**src/rtl/quad_stepper_pkg.sv**
```systemverilog
// Shared types and default timing for the quadrature-to-stepper path.
// Timing defaults are in clk cycles.
package quad_stepper_pkg;

    typedef enum logic [1:0] {
        ST_IDLE,
        ST_DIR_SETUP,
        ST_PULSE_HIGH,
        ST_PULSE_LOW
    } step_state_t;

    localparam int DEF_DIR_SETUP_CYCLES  = 10;
    localparam int DEF_PULSE_HIGH_CYCLES = 20;
    localparam int DEF_PULSE_LOW_CYCLES  = 20;

endpackage

```
**src/rtl/cycle_timer.sv**
```systemverilog
// Loadable down-counter; holds at zero until reloaded.
// zero is decoded from the registered count.
module cycle_timer #(
    parameter int W = 16
) (
    input  logic         clk,
    input  logic         reset,
    input  logic         load,
    input  logic [W-1:0] value,
    output logic         zero
);

    logic [W-1:0] count;

    always_ff @(posedge clk) begin
        if (reset) begin
            count <= '0;
        end else if (load) begin
            count <= value;
        end else if (!zero) begin
            count <= count - W'(1);
        end
    end

    assign zero = (count == '0);

endmodule

```
**src/rtl/step_pulse_generator.sv**
```systemverilog
// Turns detector step pulses into STEP/DIR with driver setup/high/low timing.
// Pending steps are held in a signed saturating counter.
module step_pulse_generator
    import quad_stepper_pkg::*;
#(
    parameter int PEND_W            = 8,
    parameter int TIMER_W           = 16,
    parameter int DIR_SETUP_CYCLES  = DEF_DIR_SETUP_CYCLES,
    parameter int PULSE_HIGH_CYCLES = DEF_PULSE_HIGH_CYCLES,
    parameter int PULSE_LOW_CYCLES  = DEF_PULSE_LOW_CYCLES
) (
    input  logic clk,
    input  logic reset,
    input  logic step_in,
    input  logic dir_up_in,
    output logic step_out,
    output logic dir_out,
    output logic busy,
    output logic overflow
);

    if (DIR_SETUP_CYCLES < 1 || DIR_SETUP_CYCLES >= 2**TIMER_W ||
        PULSE_HIGH_CYCLES < 1 || PULSE_HIGH_CYCLES >= 2**TIMER_W ||
        PULSE_LOW_CYCLES < 1 || PULSE_LOW_CYCLES >= 2**TIMER_W) begin : g_bad_timing
        $error("step_pulse_generator: cycle parameter out of range");
    end

    localparam logic [TIMER_W-1:0] SETUP_LD = TIMER_W'(DIR_SETUP_CYCLES - 1);
    localparam logic [TIMER_W-1:0] HIGH_LD  = TIMER_W'(PULSE_HIGH_CYCLES - 1);
    localparam logic [TIMER_W-1:0] LOW_LD   = TIMER_W'(PULSE_LOW_CYCLES - 1);

    localparam logic signed [PEND_W:0] P_MAX = {2'b00, {(PEND_W-1){1'b1}}};
    localparam logic signed [PEND_W:0] P_MIN = {2'b11, {(PEND_W-1){1'b0}}};
    localparam logic signed [PEND_W:0] ONE   = {{PEND_W{1'b0}}, 1'b1};
    localparam logic signed [PEND_W:0] NEG1  = '1;

    step_state_t state;

    logic signed [PEND_W-1:0] pending;
    logic signed [PEND_W-1:0] pend_next;
    logic signed [PEND_W:0]   pend_x;
    logic signed [PEND_W:0]   d_in;
    logic signed [PEND_W:0]   d_iss;
    logic signed [PEND_W:0]   sum;

    logic pend_nz;
    logic pend_pos;
    logic pend_neg;
    logic match;
    logic issue;
    logic clamp_hi;
    logic clamp_lo;

    logic               t_load;
    logic [TIMER_W-1:0] t_value;
    logic               t_zero;

    cycle_timer #(
        .W(TIMER_W)
    ) u_timer (
        .clk  (clk),
        .reset(reset),
        .load (t_load),
        .value(t_value),
        .zero (t_zero)
    );

    assign pend_nz  = (pending != '0);
    assign pend_neg = pending[PEND_W-1];
    assign pend_pos = pend_nz && !pend_neg;
    assign match    = dir_out ? pend_pos : pend_neg;

    // Issue decision and timer reload track the state transitions below
    always_comb begin
        issue   = 1'b0;
        t_load  = 1'b0;
        t_value = '0;
        unique case (state)
            ST_IDLE: begin
                if (pend_nz) begin
                    t_load = 1'b1;
                    if (match) begin
                        issue   = 1'b1;
                        t_value = HIGH_LD;
                    end else begin
                        t_value = SETUP_LD;
                    end
                end
            end
            ST_DIR_SETUP: begin
                if (t_zero && match) begin
                    issue   = 1'b1;
                    t_load  = 1'b1;
                    t_value = HIGH_LD;
                end
            end
            ST_PULSE_HIGH: begin
                if (t_zero) begin
                    t_load  = 1'b1;
                    t_value = LOW_LD;
                end
            end
            ST_PULSE_LOW: begin
            end
        endcase
    end

    // Net change is summed one bit wider so saturation can be detected
    always_comb begin
        pend_x = {pending[PEND_W-1], pending};
        d_in   = step_in ? (dir_up_in ? ONE : NEG1) : '0;
        d_iss  = issue ? (pend_pos ? NEG1 : ONE) : '0;
        sum    = pend_x + d_in + d_iss;
        clamp_hi = (sum > P_MAX);
        clamp_lo = (sum < P_MIN);
        unique case (1'b1)
            clamp_hi: pend_next = P_MAX[PEND_W-1:0];
            clamp_lo: pend_next = P_MIN[PEND_W-1:0];
            default:  pend_next = sum[PEND_W-1:0];
        endcase
    end

    always_ff @(posedge clk) begin
        if (reset) begin
            state    <= ST_IDLE;
            step_out <= 1'b0;
            dir_out  <= 1'b1;
            overflow <= 1'b0;
            pending  <= '0;
        end else begin
            pending <= pend_next;
            if (clamp_hi || clamp_lo) begin
                overflow <= 1'b1;
            end
            unique case (state)
                ST_IDLE: begin
                    if (pend_nz) begin
                        if (match) begin
                            state    <= ST_PULSE_HIGH;
                            step_out <= 1'b1;
                        end else begin
                            state   <= ST_DIR_SETUP;
                            dir_out <= ~dir_out;
                        end
                    end
                end
                ST_DIR_SETUP: begin
                    if (t_zero) begin
                        if (match) begin
                            state    <= ST_PULSE_HIGH;
                            step_out <= 1'b1;
                        end else begin
                            state <= ST_IDLE;
                        end
                    end
                end
                ST_PULSE_HIGH: begin
                    if (t_zero) begin
                        state    <= ST_PULSE_LOW;
                        step_out <= 1'b0;
                    end
                end
                ST_PULSE_LOW: begin
                    if (t_zero) begin
                        state <= ST_IDLE;
                    end
                end
            endcase
        end
    end

    assign busy = (state != ST_IDLE) || pend_nz;

endmodule

```
**config.mk**
```make
export PLATFORM = sky130hd
export DESIGN_NAME = step_pulse_generator
export DESIGN_NICKNAME = d
export VERILOG_FILES = /design/src/rtl/quad_stepper_pkg.sv /design/src/rtl/cycle_timer.sv /design/src/rtl/step_pulse_generator.sv
export SDC_FILE = /design/constraint.sdc
export NUM_CORES = 1
export LEC_CHECK = 0
export ABC_AREA = 1
export CELL_PAD_IN_SITES_DETAIL_PLACEMENT = 0
export CELL_PAD_IN_SITES_GLOBAL_PLACEMENT = 1
export CORE_MARGIN = 2
export CORE_UTILIZATION = 38
export CTS_BUF_LIST = sky130_fd_sc_hd__clkbuf_8
export DETAILED_ROUTE_END_ITERATION = 6
export PLACE_DENSITY_LB_ADDON = 0.1
export SYNTH_ARGS = -nofsm -noshare
export SYNTH_HDL_FRONTEND = slang
export SYNTH_SLANG_ARGS = --single-unit
```
**constraint.sdc**
```tcl
create_clock -name clk -period 4 [get_ports clk]
set_input_delay 0.8 -clock clk [delete_from_list [all_inputs] [get_ports clk]]
set_output_delay 0.8 -clock clk [all_outputs]
set_load 0.03 [all_outputs]
```
Word-level counts from Yosys, hierarchy flattened:

Index checks and enable logic that the tools add are counted.

* bits in registers: 29
* latch bits: 0
* RAM bits: 0
* memory bits (read-only): 0
* input port bits: 4
* output and inout port bits: 4
* logic and storage cells: 66
* memories kept: 0

* add/subtract/negate cells: 3
* multiply operators: 0
* divide/modulo/power cells: 0
* order comparisons: 2
* eq/ne operators: 8
* shift-type cells: 0
* multiplexer cells: 32
* bitwise logic cells: 2
* reductions and logical operators: 13

Operators by type and width (count)
* 2-to-1 mux 9 bit: 4
* 2-to-1 mux 16 bit: 2
* 2-to-1 mux 5 bit: 4
* logical NOT 16 bit: 1
* case mux 8 bit (2 select lines): 1
* subtractor 16 x 1 -> 16 bit, second input constant: 1
* case mux 5 bit (3 select lines): 1
* 2-to-1 mux 2 bit: 6
* 2-to-1 mux 1 bit: 10
* != test 2 bit, second input constant: 5
* adder 8 x 9 -> 9 bit: 1
* adder 9 bit: 1
* > comparator 9 x 8 -> 1 bit, second input constant: 1
* < comparator 9 x 8 -> 1 bit, second input constant: 1
* case mux 2 bit (4 select lines): 1
* AND reduction 4 bit: 2
* nonzero test 8 bit: 1
* case mux 1 bit (3 select lines): 2
* equality test 2 bit, second input constant: 2
* AND reduction 3 bit: 1
* nonzero test 3 bit: 1
* equality test 2 x 1 -> 1 bit, second input constant: 1
* logical AND 1 bit: 2
* logical NOT 2 bit: 1
* 5 further kinds: 7

Depth between registers and ports, before layout:

* depth after elaboration: 10
* gate-level depth with buffers: 24
* mapped depth without buffers: 24

Modules after synthesis:

Synthesis repeated with hierarchy kept, for this count alone.

* cells, all modules: 329
* area, all modules: 2273.4 um^2

Modules (own cells, without submodules)
* step_pulse_generator: instances 1, cells an instance 155, area an instance 1183.6 um^2
* cycle_timer: instances 1, cells an instance 174, area an instance 1089.8 um^2

Worst setup path after synthesis:

Ideal clock, no wire load.

* path kind: register to register
* from: reg u_timer.count[0]
* to: reg pending[1]
* setup time: 0.115 ns
* data arrival time: 3.631 ns
* slack: 0.254 ns
* cell stages (with the launch flop): 24
* path buffers: 0
* cell sequence: dfxtp_1 > inv_1 > ha_1 > inv_1 > nor2_1 > nand2_1 > nor2_4 > nand2_4 > nor2_4 > o211ai_1 > nor2_1 > inv_1 > fa_1 > inv_1 > ha_1 > fa_1 > nand4_1 > nand3_1 > nand2_1 > nand2_1 > o21ai_4 > inv_2 > nand2_1 > nand2_1

* longest elaborated chain between the ends: 8
* elaborated cells on any way between the ends: 9
* classes of those cells: 1 x add/sub; 2 x order compare; 4 x mux; 2 x reduce/logical

Ends and longest elaborated chain
* start, declared: line cycle_timer.sv:13 `logic [W-1:0] count;`
* start signal, assigned: line cycle_timer.sv:19 `count <= value;`
* start signal, assigned: line cycle_timer.sv:21 `count <= count - W'(1);`
* logical NOT 16 bit (*): line cycle_timer.sv:25 `assign zero = (count == '0);`
* logical AND 1 bit (*): line step_pulse_generator.sv:91 `if (t_zero && match) begin`
* 2-to-1 mux 1 bit (*): line step_pulse_generator.sv:91
* case mux 1 bit (2 select lines) (*): line step_pulse_generator.sv:78 `unique case (state)`
* 2-to-1 mux 9 bit (*): line step_pulse_generator.sv:112 `d_iss = issue ? (pend_pos ? NEG1 : ONE) : '0;`
* adder 9 bit (*): line step_pulse_generator.sv:113 `sum = pend_x + d_in + d_iss;`
* < comparator 9 x 8 -> 1 bit or > comparator 9 x 8 -> 1 bit (tied branches): line step_pulse_generator.sv:115, step_pulse_generator.sv:114
* case mux 8 bit (2 select lines) (*): line step_pulse_generator.sv:116 `unique case (1'b1)`
* end signal, assigned: line step_pulse_generator.sv:131 `pending <= pend_next;`
* end, declared: line step_pulse_generator.sv:39 `logic signed [PEND_W-1:0] pending;`

Every way passes the cells marked *; elsewhere a longest branch is shown, timed or not.
A chain may end at the register's enable or synchronous reset.

Worst setup path in the final report:

* from: reg u_timer.count[0]
* to: reg pending[3]

The elaborated chain is that of the path after synthesis.

==> metrics.txt <==
core area 5140 sq um; row count 26; I/O pin count 8; # diodes 0; Max Fanout on Critical Path 10; HPWL after DPL 3810 microns; Setup CP Type flop to flop; largest net degree at the start of global routing 11; Final TNS setup 0 ps; CTS Buf Count 5; remaining antenna violation count 0; Area growth, synth to finish 15.7%; reg2reg path depth 21; status finished clean; clock sink count 29; Reg-to-Reg End pending[3]$_SDFF_PP0_; Max transition margin 68.5%; total track usage 17.8%; GP Congestion 0.814; Syn Area/Cell 7.49 sq um; share of post-route cells with drive strength above 1 15.9%; WP data arrival 3800 ps; vias 1,721; first-pass GRT wire length 8400 microns; fmax 274 MHz; clock skew 5.74 ps; grt ovf 0; Unique masters post-synth 34; nets 310; final setup violating endpoints 0; via/cell ratio 4.79; Fin. Hold Viols 0; post-synthesis register bit count 29; Reg2Reg Launch Point u_timer.count[0]$_SDFFE_PP0P_; DRC 0; Die H 77.4 microns; antenna violations before repair 0; min Tclk post-route 3650 ps; RSZ-0062 raised after global routing false; CTS tree built; initial core utilization 39.8%; worst-margin pin slew 471 ps; Root Driver clkbuf_8; Syn. warnings 0; CP Capture Point pending[3]$_SDFF_PP0_; synthesized netlist cell count 273; input/output buffers 7; multi-input logic area 1360 sq um; Clk Latency, worst-skew pair 280 ps; Routed WL 4700 microns; Iter 0 DRT Violations 74; Syn Std Cell Area 2050 sq um; die width 77.4 microns; drt wl/cell 13.1 microns; required time worst endpoint 4160 ps; vias in the first global route 1,852; H-tree levels 2; max cap viols 0; Fillers 561; final worst-path cycle share 91.2%; Critical path origin u_timer.count[0]$_SDFFE_PP0P_; post-synth net total 295; Worst-path clk slew 70 ps; Max Slew Vio Count 0; CTS max path bufs 2; Die ar. 5990 sq um; Seq/Total Area, Yosys 28.4%; register area 581 sq um; CTS hold repair buffers 0; Critical Path End Type flop; Worst Hold Class flop to flop; DRT Pass-1 Iters 4; postcts setup bufs 0; CP Launch Type flop; Reg2Reg Setup Slack 350 ps
==> layout make-up <==
type	instances	area share, %
multi-input combinational	206	57.3
sequential	29	24.5
inverter	37	5.97
tap	70	3.70
timing repair buffer	9	3.59
clock buffer	6	3.49
clock inverter	2	1.43
==> worst max-delay path: stages, from the launching register on <==
cell,delay (ps)
dfxtp_1,330
inv_1,120
ha_1,170
inv_1,40
nor2_1,90
nand2_1,90
nor2_4,130
nand2_4,120
nor2_4,130
o211ai_1,140
nor2_1,170
inv_1,90
fa_1,480
inv_1,40
ha_1,220
fa_2,380
nand4_1,120
nand3_1,90
nand2_1,100
nand2_2,100
o21ai_4,220
o21ai_0,120
==> placed cells by master (no fill, tap or decap), types with 2 or more instances in the layout <==
cell	instances
o211ai_1	2
nand2_4	5
nand4_1	4
buf_4	2
xnor2_1	5
a21oi_1	14
clkdlybuf4s50_1	7
nand3_1	18
dfxtp_1	29
a31oi_1	2
inv_1	33
nor2_1	38
nand2_2	8
nor2_4	5
nand2_1	49
fa_1	8
ha_1	7
nor2_2	5
nor3_1	3
xor2_1	12
o21ai_0	4
clkbuf_8	6
inv_2	4
nor4_1	2
==> stage by stage <==
stage / setup slack, ps / area [sq um] / util, % / std cells / hold WS (ps)
floorplan: 254 / 2050 / - / 273 / 466
global placement: 236 / 2210 / 43.1 / 351 / 439
detailed placement: 230 / 2210 / 43.1 / 351 / 439
CTS: 213 / 2330 / 45.4 / 359 / 450
global route: 21.6 / 2370 / 46.1 / 359 / 496
finish: 353 / 2370 / 46.1 / 359 / 451
==> cells by family (layout without fill, tap and decap cells) <==
kind of cell	Yosys count	after routing	share of synthesized area (%)
xor+xnor	17	17	7.28
fa+ha+maj	18	18	14.3
simple gates	141	141	33.8
buf+inv	38	54	7.09
compound gates	30	30	9.17
flops	29	29	28.4
==> synthesized netlist by cell type <==
cell type | number | area, sq um
nand2_4 | 4 | 45.0
o21ai_0 | 4 | 20.0
nor2_2 | 5 | 31.3
a21boi_1 | 1 | 7.51
o21ai_4 | 1 | 16.3
nor4_1 | 2 | 12.5
ha_1 | 9 | 113
o2111ai_1 | 1 | 8.76
o21ai_1 | 1 | 5.00
and2_1 | 1 | 6.26
nand2_8 | 1 | 20.0
a21oi_1 | 14 | 70.1
inv_1 | 32 | 120
a21o_1 | 1 | 7.51
dfxtp_1 | 29 | 581
nand2_1 | 51 | 191
inv_4 | 1 | 6.26
fa_1 | 9 | 180
nand4_1 | 4 | 25.0
nor2_1 | 38 | 143
a31oi_1 | 2 | 12.5
clkbuf_1 | 1 | 3.75
nor3_1 | 3 | 15.0
o211ai_1 | 2 | 15.0
a21oi_2 | 1 | 8.76
xnor2_1 | 5 | 43.8
inv_2 | 4 | 15.0
xor2_1 | 12 | 105
nand2_2 | 7 | 43.8
nand3_1 | 19 | 95.1
o21bai_1 | 1 | 7.51
o311ai_0 | 1 | 8.76
or2_2 | 1 | 6.26
nor2_4 | 5 | 56.3
==> layer usage <==
layer,routed length [microns],vias to the layer above,part of all wire [%],GRT usage (%)
li1,-,900,-,-
met1,2050,791,44,20.1
met2,2430,21,52,32.7
met3,101,9,2.1,3.26
met4,114,0,2.4,7.14
met5,0,-,0,0
==> flip-flops by register name (all words and copies together), names as in the netlist <==
name / count
u_timer.count: 16
step_out: 1
pending: 8
state: 2
dir_out: 1
overflow: 1
==> worst min path at each step <==
stage | start | end | cells past startpoint
2_1_floorplan | pending[7]$_SDFF_PP0_ | dir_out$_SDFFE_PP1P_ | 1
3_3_place_gp | step_out$_SDFFE_PP0P_ | step_out$_SDFFE_PP0P_ | 2
3_5_place_dp | step_out$_SDFFE_PP0P_ | step_out$_SDFFE_PP0P_ | 2
4_1_cts | step_out$_SDFFE_PP0P_ | step_out$_SDFFE_PP0P_ | 2
5_1_grt | step_out$_SDFFE_PP0P_ | step_out$_SDFFE_PP0P_ | 2
6_report | step_out$_SDFFE_PP0P_ | step_out$_SDFFE_PP0P_ | 2
==> repair_timing <==
item                       4_1_cts  5_1_grt
hold endpoints to repair         0        0
setup endpoints to repair        0        8
resized for setup                0        8
Power is not shown: default switching activity piles up to over one toggle a cycle in this logic, so the estimate is an artifact.
